$ cat src/rtl/vga_pkg.sv
// Shared VGA timing constants: standard mode timings and sync polarity encodings.
// Imported by the timing generator and its delay line.
package vga_pkg;

  // 640x480 @ 60 Hz, 25.175 MHz pixel clock
  localparam int VGA640_H_ACTIVE = 640;
  localparam int VGA640_H_FP     = 16;
  localparam int VGA640_H_SYNC   = 96;
  localparam int VGA640_H_BP     = 48;
  localparam int VGA640_V_ACTIVE = 480;
  localparam int VGA640_V_FP     = 10;
  localparam int VGA640_V_SYNC   = 2;
  localparam int VGA640_V_BP     = 33;

  // 800x600 @ 60 Hz, 40 MHz pixel clock
  localparam int VGA800_H_ACTIVE = 800;
  localparam int VGA800_H_FP     = 40;
  localparam int VGA800_H_SYNC   = 128;
  localparam int VGA800_H_BP     = 88;
  localparam int VGA800_V_ACTIVE = 600;
  localparam int VGA800_V_FP     = 1;
  localparam int VGA800_V_SYNC   = 4;
  localparam int VGA800_V_BP     = 23;

  localparam bit VGA_POL_LOW  = 1'b0;
  localparam bit VGA_POL_HIGH = 1'b1;

  function automatic int vga_max(input int a, input int b);
    return (a > b) ? a : b;
  endfunction

endpackage

$ cat src/rtl/vga_delay_line.sv
// ce-qualified shift register used to realign sync/enable with downstream read latency.
// DEPTH=0 passes din straight through with no storage.
module vga_delay_line
  import vga_pkg::*;
#(
  parameter int               WIDTH   = 3,
  parameter int               DEPTH   = 0,
  parameter logic [WIDTH-1:0] RST_VAL = '0
) (
  input  logic             clk_25m,
  input  logic             rst_n,
  input  logic             ce,
  input  logic [WIDTH-1:0] din,
  output logic [WIDTH-1:0] dout
);

  generate
    if (DEPTH == 0) begin : g_pass
      logic unused_ok;
      assign unused_ok = &{1'b0, clk_25m, rst_n, ce};
      assign dout = din;
    end else begin : g_shift
      logic [WIDTH-1:0] stage [DEPTH];

      always_ff @(posedge clk_25m or negedge rst_n) begin
        if (!rst_n) begin
          for (int i = 0; i < DEPTH; i++) stage[i] <= RST_VAL;
        end else if (ce) begin
          stage[0] <= din;
          for (int i = 1; i < DEPTH; i++) stage[i] <= stage[i-1];
        end
      end

      assign dout = stage[DEPTH-1];
    end
  endgenerate

endmodule

$ cat src/rtl/vga_timing_gen.sv
// Parametrised raster timing generator: pixel coordinates, sync, data-enable,
// line/frame strobes and a wrapping frame counter, all advancing on ce.
module vga_timing_gen
  import vga_pkg::*;
#(
  parameter int H_ACTIVE = VGA640_H_ACTIVE,
  parameter int H_FP     = VGA640_H_FP,
  parameter int H_SYNC   = VGA640_H_SYNC,
  parameter int H_BP     = VGA640_H_BP,
  parameter int V_ACTIVE = VGA640_V_ACTIVE,
  parameter int V_FP     = VGA640_V_FP,
  parameter int V_SYNC   = VGA640_V_SYNC,
  parameter int V_BP     = VGA640_V_BP,
  parameter bit HS_POL   = VGA_POL_LOW,
  parameter bit VS_POL   = VGA_POL_LOW,
  parameter int CNT_W    = 10,
  parameter int FRAME_W  = 8,
  parameter int SYNC_DLY = 0
) (
  input  logic               clk_25m,
  input  logic               rst_n,
  input  logic               ce,
  output logic               hsync,
  output logic               vsync,
  output logic               valid,
  output logic [CNT_W-1:0]   pixel_x,
  output logic [CNT_W-1:0]   pixel_y,
  output logic               line_start,
  output logic               frame_start,
  output logic [FRAME_W-1:0] frame_cnt
);

  localparam int H_TOTAL = H_ACTIVE + H_FP + H_SYNC + H_BP;
  localparam int V_TOTAL = V_ACTIVE + V_FP + V_SYNC + V_BP;

  localparam logic [CNT_W-1:0] X_LAST   = CNT_W'(H_TOTAL - 1);
  localparam logic [CNT_W-1:0] Y_LAST   = CNT_W'(V_TOTAL - 1);
  localparam logic [CNT_W-1:0] X_ACT    = CNT_W'(H_ACTIVE);
  localparam logic [CNT_W-1:0] Y_ACT    = CNT_W'(V_ACTIVE);
  localparam logic [CNT_W-1:0] HS_FIRST = CNT_W'(H_ACTIVE + H_FP);
  localparam logic [CNT_W-1:0] HS_LAST  = CNT_W'(H_ACTIVE + H_FP + H_SYNC - 1);
  localparam logic [CNT_W-1:0] VS_FIRST = CNT_W'(V_ACTIVE + V_FP);
  localparam logic [CNT_W-1:0] VS_LAST  = CNT_W'(V_ACTIVE + V_FP + V_SYNC - 1);

  generate
    if (H_SYNC < 1 || V_SYNC < 1) begin : g_bad_sync
      $error("vga_timing_gen: sync widths must be at least 1");
    end
    if (SYNC_DLY < 0 || SYNC_DLY > 7) begin : g_bad_dly
      $error("vga_timing_gen: SYNC_DLY must be in 0..7");
    end
    if ((2 ** CNT_W) < vga_max(H_TOTAL, V_TOTAL)) begin : g_bad_cnt_w
      $error("vga_timing_gen: CNT_W too narrow for the frame totals");
    end
  endgenerate

  logic [CNT_W-1:0] x_nxt, y_nxt;
  logic             hs_act_nxt, vs_act_nxt, de_nxt, ls_nxt, fs_nxt;
  logic             hs_q, vs_q, de_q;
  logic [2:0]       dly_out;

  // Decode from the next counter value so registered flags line up with pixel_x/y.
  always_comb begin
    x_nxt = (pixel_x == X_LAST) ? '0 : pixel_x + CNT_W'(1);
    y_nxt = pixel_y;
    if (pixel_x == X_LAST) y_nxt = (pixel_y == Y_LAST) ? '0 : pixel_y + CNT_W'(1);
    hs_act_nxt = (x_nxt >= HS_FIRST) && (x_nxt <= HS_LAST);
    vs_act_nxt = (y_nxt >= VS_FIRST) && (y_nxt <= VS_LAST);
    de_nxt     = (x_nxt < X_ACT) && (y_nxt < Y_ACT);
    ls_nxt     = (x_nxt == '0);
    fs_nxt     = (x_nxt == '0) && (y_nxt == '0);
  end

  always_ff @(posedge clk_25m or negedge rst_n) begin
    if (!rst_n) begin
      pixel_x     <= X_LAST;
      pixel_y     <= Y_LAST;
      frame_cnt   <= '1;
      hs_q        <= ~HS_POL;
      vs_q        <= ~VS_POL;
      de_q        <= 1'b0;
      line_start  <= 1'b0;
      frame_start <= 1'b0;
    end else if (ce) begin
      pixel_x     <= x_nxt;
      pixel_y     <= y_nxt;
      hs_q        <= hs_act_nxt ? HS_POL : ~HS_POL;
      vs_q        <= vs_act_nxt ? VS_POL : ~VS_POL;
      de_q        <= de_nxt;
      line_start  <= ls_nxt;
      frame_start <= fs_nxt;
      if (fs_nxt) frame_cnt <= frame_cnt + FRAME_W'(1);
    end
  end

  vga_delay_line #(
    .WIDTH  (3),
    .DEPTH  (SYNC_DLY),
    .RST_VAL({~HS_POL, ~VS_POL, 1'b0})
  ) u_sync_dly (
    .clk_25m(clk_25m),
    .rst_n  (rst_n),
    .ce     (ce),
    .din    ({hs_q, vs_q, de_q}),
    .dout   (dly_out)
  );

  assign hsync = dly_out[2];
  assign vsync = dly_out[1];
  assign valid = dly_out[0];

endmodule

$ cat config.mk
export PLATFORM = sky130hd
export DESIGN_NAME = vga_timing_gen
export DESIGN_NICKNAME = d
export VERILOG_FILES = /design/src/rtl/vga_pkg.sv /design/src/rtl/vga_delay_line.sv /design/src/rtl/vga_timing_gen.sv
export SDC_FILE = /design/constraint.sdc
export NUM_CORES = 1
export LEC_CHECK = 0
export ABC_AREA = 1
export ABC_CLOCK_PERIOD_IN_PS = 2300
export CAP_MARGIN = 25
export CORE_MARGIN = 8
export CORE_UTILIZATION = 55
export DETAILED_ROUTE_END_ITERATION = 10
export PLACE_DENSITY_LB_ADDON = 0.08
export SYNTH_ARGS = -nofsm -noshare
export SYNTH_HDL_FRONTEND = slang
export SYNTH_SLANG_ARGS = --single-unit
$ cat constraint.sdc
create_clock -name clk_25m -period 2.3 [get_ports clk_25m]
set_input_delay 0.575 -clock clk_25m [delete_from_list [all_inputs] [get_ports clk_25m]]
set_output_delay 0.575 -clock clk_25m [all_outputs]
set_load 0.1 [all_outputs]
==> impl_metrics.env <==
export IMPL_start_util=0.560
export IMPL_drtIter0Drc=301
export IMPL_dr_pass1_iters=5
export IMPL_clk_pin_slew_ns=0.07
export IMPL_period_needed_ns=2.31
export IMPL_dpl_worst_slack_ns=0.0431
export IMPL_cts_sinks=33
export IMPL_vias=2564
export IMPL_relSlewSlack=0.708
export IMPL_r2r_start="pixel_x[0]$_DFFE_PN1P_"
export IMPL_yosysUniqueCellTypes=27
export IMPL_hold_violations=0
export IMPL_num_antenna_cells=0
export IMPL_viasPerCell=5.49
export IMPL_fin_setup_tns_ns=-0.0217
export IMPL_htree_levels=2
export IMPL_core_area_sq_um=4290
export IMPL_r2r_cells=15
export IMPL_maxSlewViolCount=0
export IMPL_overflow=0
export IMPL_post_dp_hpwl_mm=4.49
export IMPL_p_leak_nw=1.62
export IMPL_setup_ws_ns=-0.00899
export IMPL_status="finished with violations"
export IMPL_worstSetupEndpointType="register"
export IMPL_drv_cap=0
export IMPL_crit_arrival_ns=2.54
export IMPL_grt_pass1_wl_mm=10.7
export IMPL_crit_start="pixel_x[0]$_DFFE_PN1P_"
export IMPL_dp_cells=440
export IMPL_total_power_mw=2.99
export IMPL_die_x_um=82.1
export IMPL_r2r_end="frame_cnt[2]$_DFFE_PN1P_"
export IMPL_crit_path_start_kind="register"
export IMPL_seq_area_frac_synth=0.354
export IMPL_synth_nets=366
export IMPL_stdcell_count=467
export IMPL_grt_max_degree=34
export IMPL_endpoint="frame_cnt[2]$_DFFE_PN1P_"
export IMPL_postRouteAntennaNets=0
export IMPL_clkLatencyLatePin_ns=0.29
export IMPL_ys_ff_latch=33
export IMPL_cts_root_buffer="clkbuf_8"
export IMPL_placementRows=24
export IMPL_place_gp_congestion=0.888
export IMPL_clock_skew_ns=0.00470
export IMPL_synth_area_sq_um=2400
export IMPL_power_density_nw_per_um2=900
export IMPL_cp_max_fo=5
export IMPL_track_usage=0.203
export IMPL_antenna_found_initial=0
export IMPL_ios=36
export IMPL_synthCells=357
export IMPL_route_detailed_drc=0
export IMPL_peakVddDrop_mv=1.26
export IMPL_rrSetupSlack_ns=-0.009
export IMPL_grt_pass1_vias=2256
export IMPL_cts_tree="built"
export IMPL_finalNetCount=423
export IMPL_routedWlPerCell_um=14.5
export IMPL_final_layout_size_suffix_gt1_frac=0.313
export IMPL_syn_area_per_cell_sq_um=6.74
export IMPL_ctsLongestPathBuffers=2
export IMPL_yosysWarnings=0
export IMPL_area_growth_pct=38.2
export IMPL_cp_required_ns=2.53
export IMPL_dieArea_sq_um=6740
export IMPL_fin_crit_sh=1.00
export IMPL_setup_viol=4
export IMPL_io_buffers=35
export IMPL_dieHeight_um=82.1
export IMPL_violations="setup timing"
export IMPL_critical_path_class="reg -> reg"
export IMPL_rsz0062_at_grt="true"
export IMPL_worst_slew_pin_slew_ns=0.438
export IMPL_drt_total_wl_mm=6.77
export IMPL_hold_class="reg -> reg"
export IMPL_numCtsBuffers=5
export IMPL_timing_fmax_mhz=433
==> logic make-up (layout without fill, tap and decap cells) <==
logic type	count (synthesis)	count (layout)	synth area share
buffers and inverters	47	104	0.0858
adder cells (fa/ha/maj)	6	6	0.0312
AND/OR/NAND/NOR	235	236	0.437
AO/OA/AOI/OAI	28	28	0.0635
flip-flops	33	33	0.354
XOR/XNOR	8	8	0.0291
==> worst max-delay path: stages (launching register included) <==
cell and delay (ns):
dfstp_4 0.66, ha_4 0.15, nand2_4 0.05, nor2_4 0.16, inv_2 0.08, nor2_4 0.18, buf_6 0.15, clkbuf_16 0.13
nand3_1 0.08, nand2_1 0.10, nor2_1 0.05, nand2_1 0.12, nor2_4 0.06, nand4_2 0.14, nand2_1 0.07, nand2_1 0.06
==> synth_stat cells <==
cell type	number	share of area
ha_1	6	0.031
nor2_1	38	0.059
buf_6	3	0.014
nand2_1	137	0.21
a21oi_1	1	0.0021
o21ai_0	21	0.044
nand4_4	1	0.0088
nand3_1	24	0.050
nor2_2	2	0.0052
dfrtp_1	13	0.14
inv_1	31	0.048
inv_2	4	0.0062
o21bai_1	2	0.0062
nor2_8	1	0.0083
nor2_4	3	0.014
nand4_1	18	0.047
buf_2	6	0.012
xnor2_1	2	0.0073
clkbuf_1	3	0.0047
dfstp_2	20	0.22
xor2_1	6	0.022
nor3_1	3	0.0062
nand2_2	4	0.010
nand3_2	1	0.0042
a31oi_1	3	0.0078
nand3b_1	3	0.0094
o21ai_2	1	0.0036
==> layout by cell type (no fill, tap or decap), types with 6 or more instances in the layout <==
cell	synthesis	routed
nand2_2	4	15
xor2_1	6	6
nor2_1	38	34
dfstp_2	20	15
inv_1	31	30
o21ai_0	21	21
buf_4	0	39
nand2_1	137	124
nand4_1	18	18
nand3_1	24	22
buf_12	0	15
dfrtp_1	13	9
==> metal layers <==
metal,track usage,up-vias,part of all wire
met5,0,-,0
met3,0.0498,14,0.068
met4,0.0719,0,0.018
met2,0.324,103,0.47
met1,0.262,1195,0.44
li1,-,1252,-
==> registers in the layout, summed over array words and instances (netlist names) <==
name	flops
vs_q	1
hs_q	1
de_q	1
frame_cnt	8
pixel_y	10
frame_start	1
line_start	1
pixel_x	10
==> cell type report <==
type	instances	area, sq um
inverters	35	131
multi-input cells	278	1450
clock inverters	2	35.0
fillers	314	970
clock buffers	6	72.6
repair buffers	61	697
flip-flops and latches	33	875
well taps	52	65.1
==> per-stage QoR <==
| step | utilization | area, sq um | hold WS, ns |
|---|---|---|---|
| finish | 0.774 | 3320 | 0.490 |
| global route | 0.774 | 3320 | 0.519 |
| CTS | 0.711 | 3050 | 0.490 |
| detailed placement | 0.686 | 2950 | 0.477 |
| global placement | 0.686 | 2950 | 0.469 |
| floorplan | - | 2440 | 0.279 |
==> where the power goes <==
| group | switching, mW | internal, mW |
|---|---|---|
| clock | 0.225 | 0.322 |
| combinational | 1.08 | 0.473 |
| sequential | 0.164 | 0.728 |
==> worst min path at each step <==
stage,startpoint,end,slack [ns],cells past startpoint
finish,frame_cnt[5]$_DFFE_PN1P_,frame_cnt[5]$_DFFE_PN1P_,0.49,2
global route,line_start$_DFFE_PN0P_,line_start$_DFFE_PN0P_,0.52,2
CTS,frame_cnt[5]$_DFFE_PN1P_,frame_cnt[5]$_DFFE_PN1P_,0.49,2
detailed placement,frame_start$_DFFE_PN0P_,frame_start$_DFFE_PN0P_,0.48,2
global placement,line_start$_DFFE_PN0P_,line_start$_DFFE_PN0P_,0.47,2
floorplan,rst_n,de_q$_DFFE_PN0P_,0.28,0
==> what timing repair did <==
item	in CTS	in global routing
endpoints found under the hold margin	0	0
buffers inserted	0	14
hold buffers	0	0
setup endpoints to repair	0	12
resized for setup	0	28
Note: power is estimated with default switching activity, not from simulation.
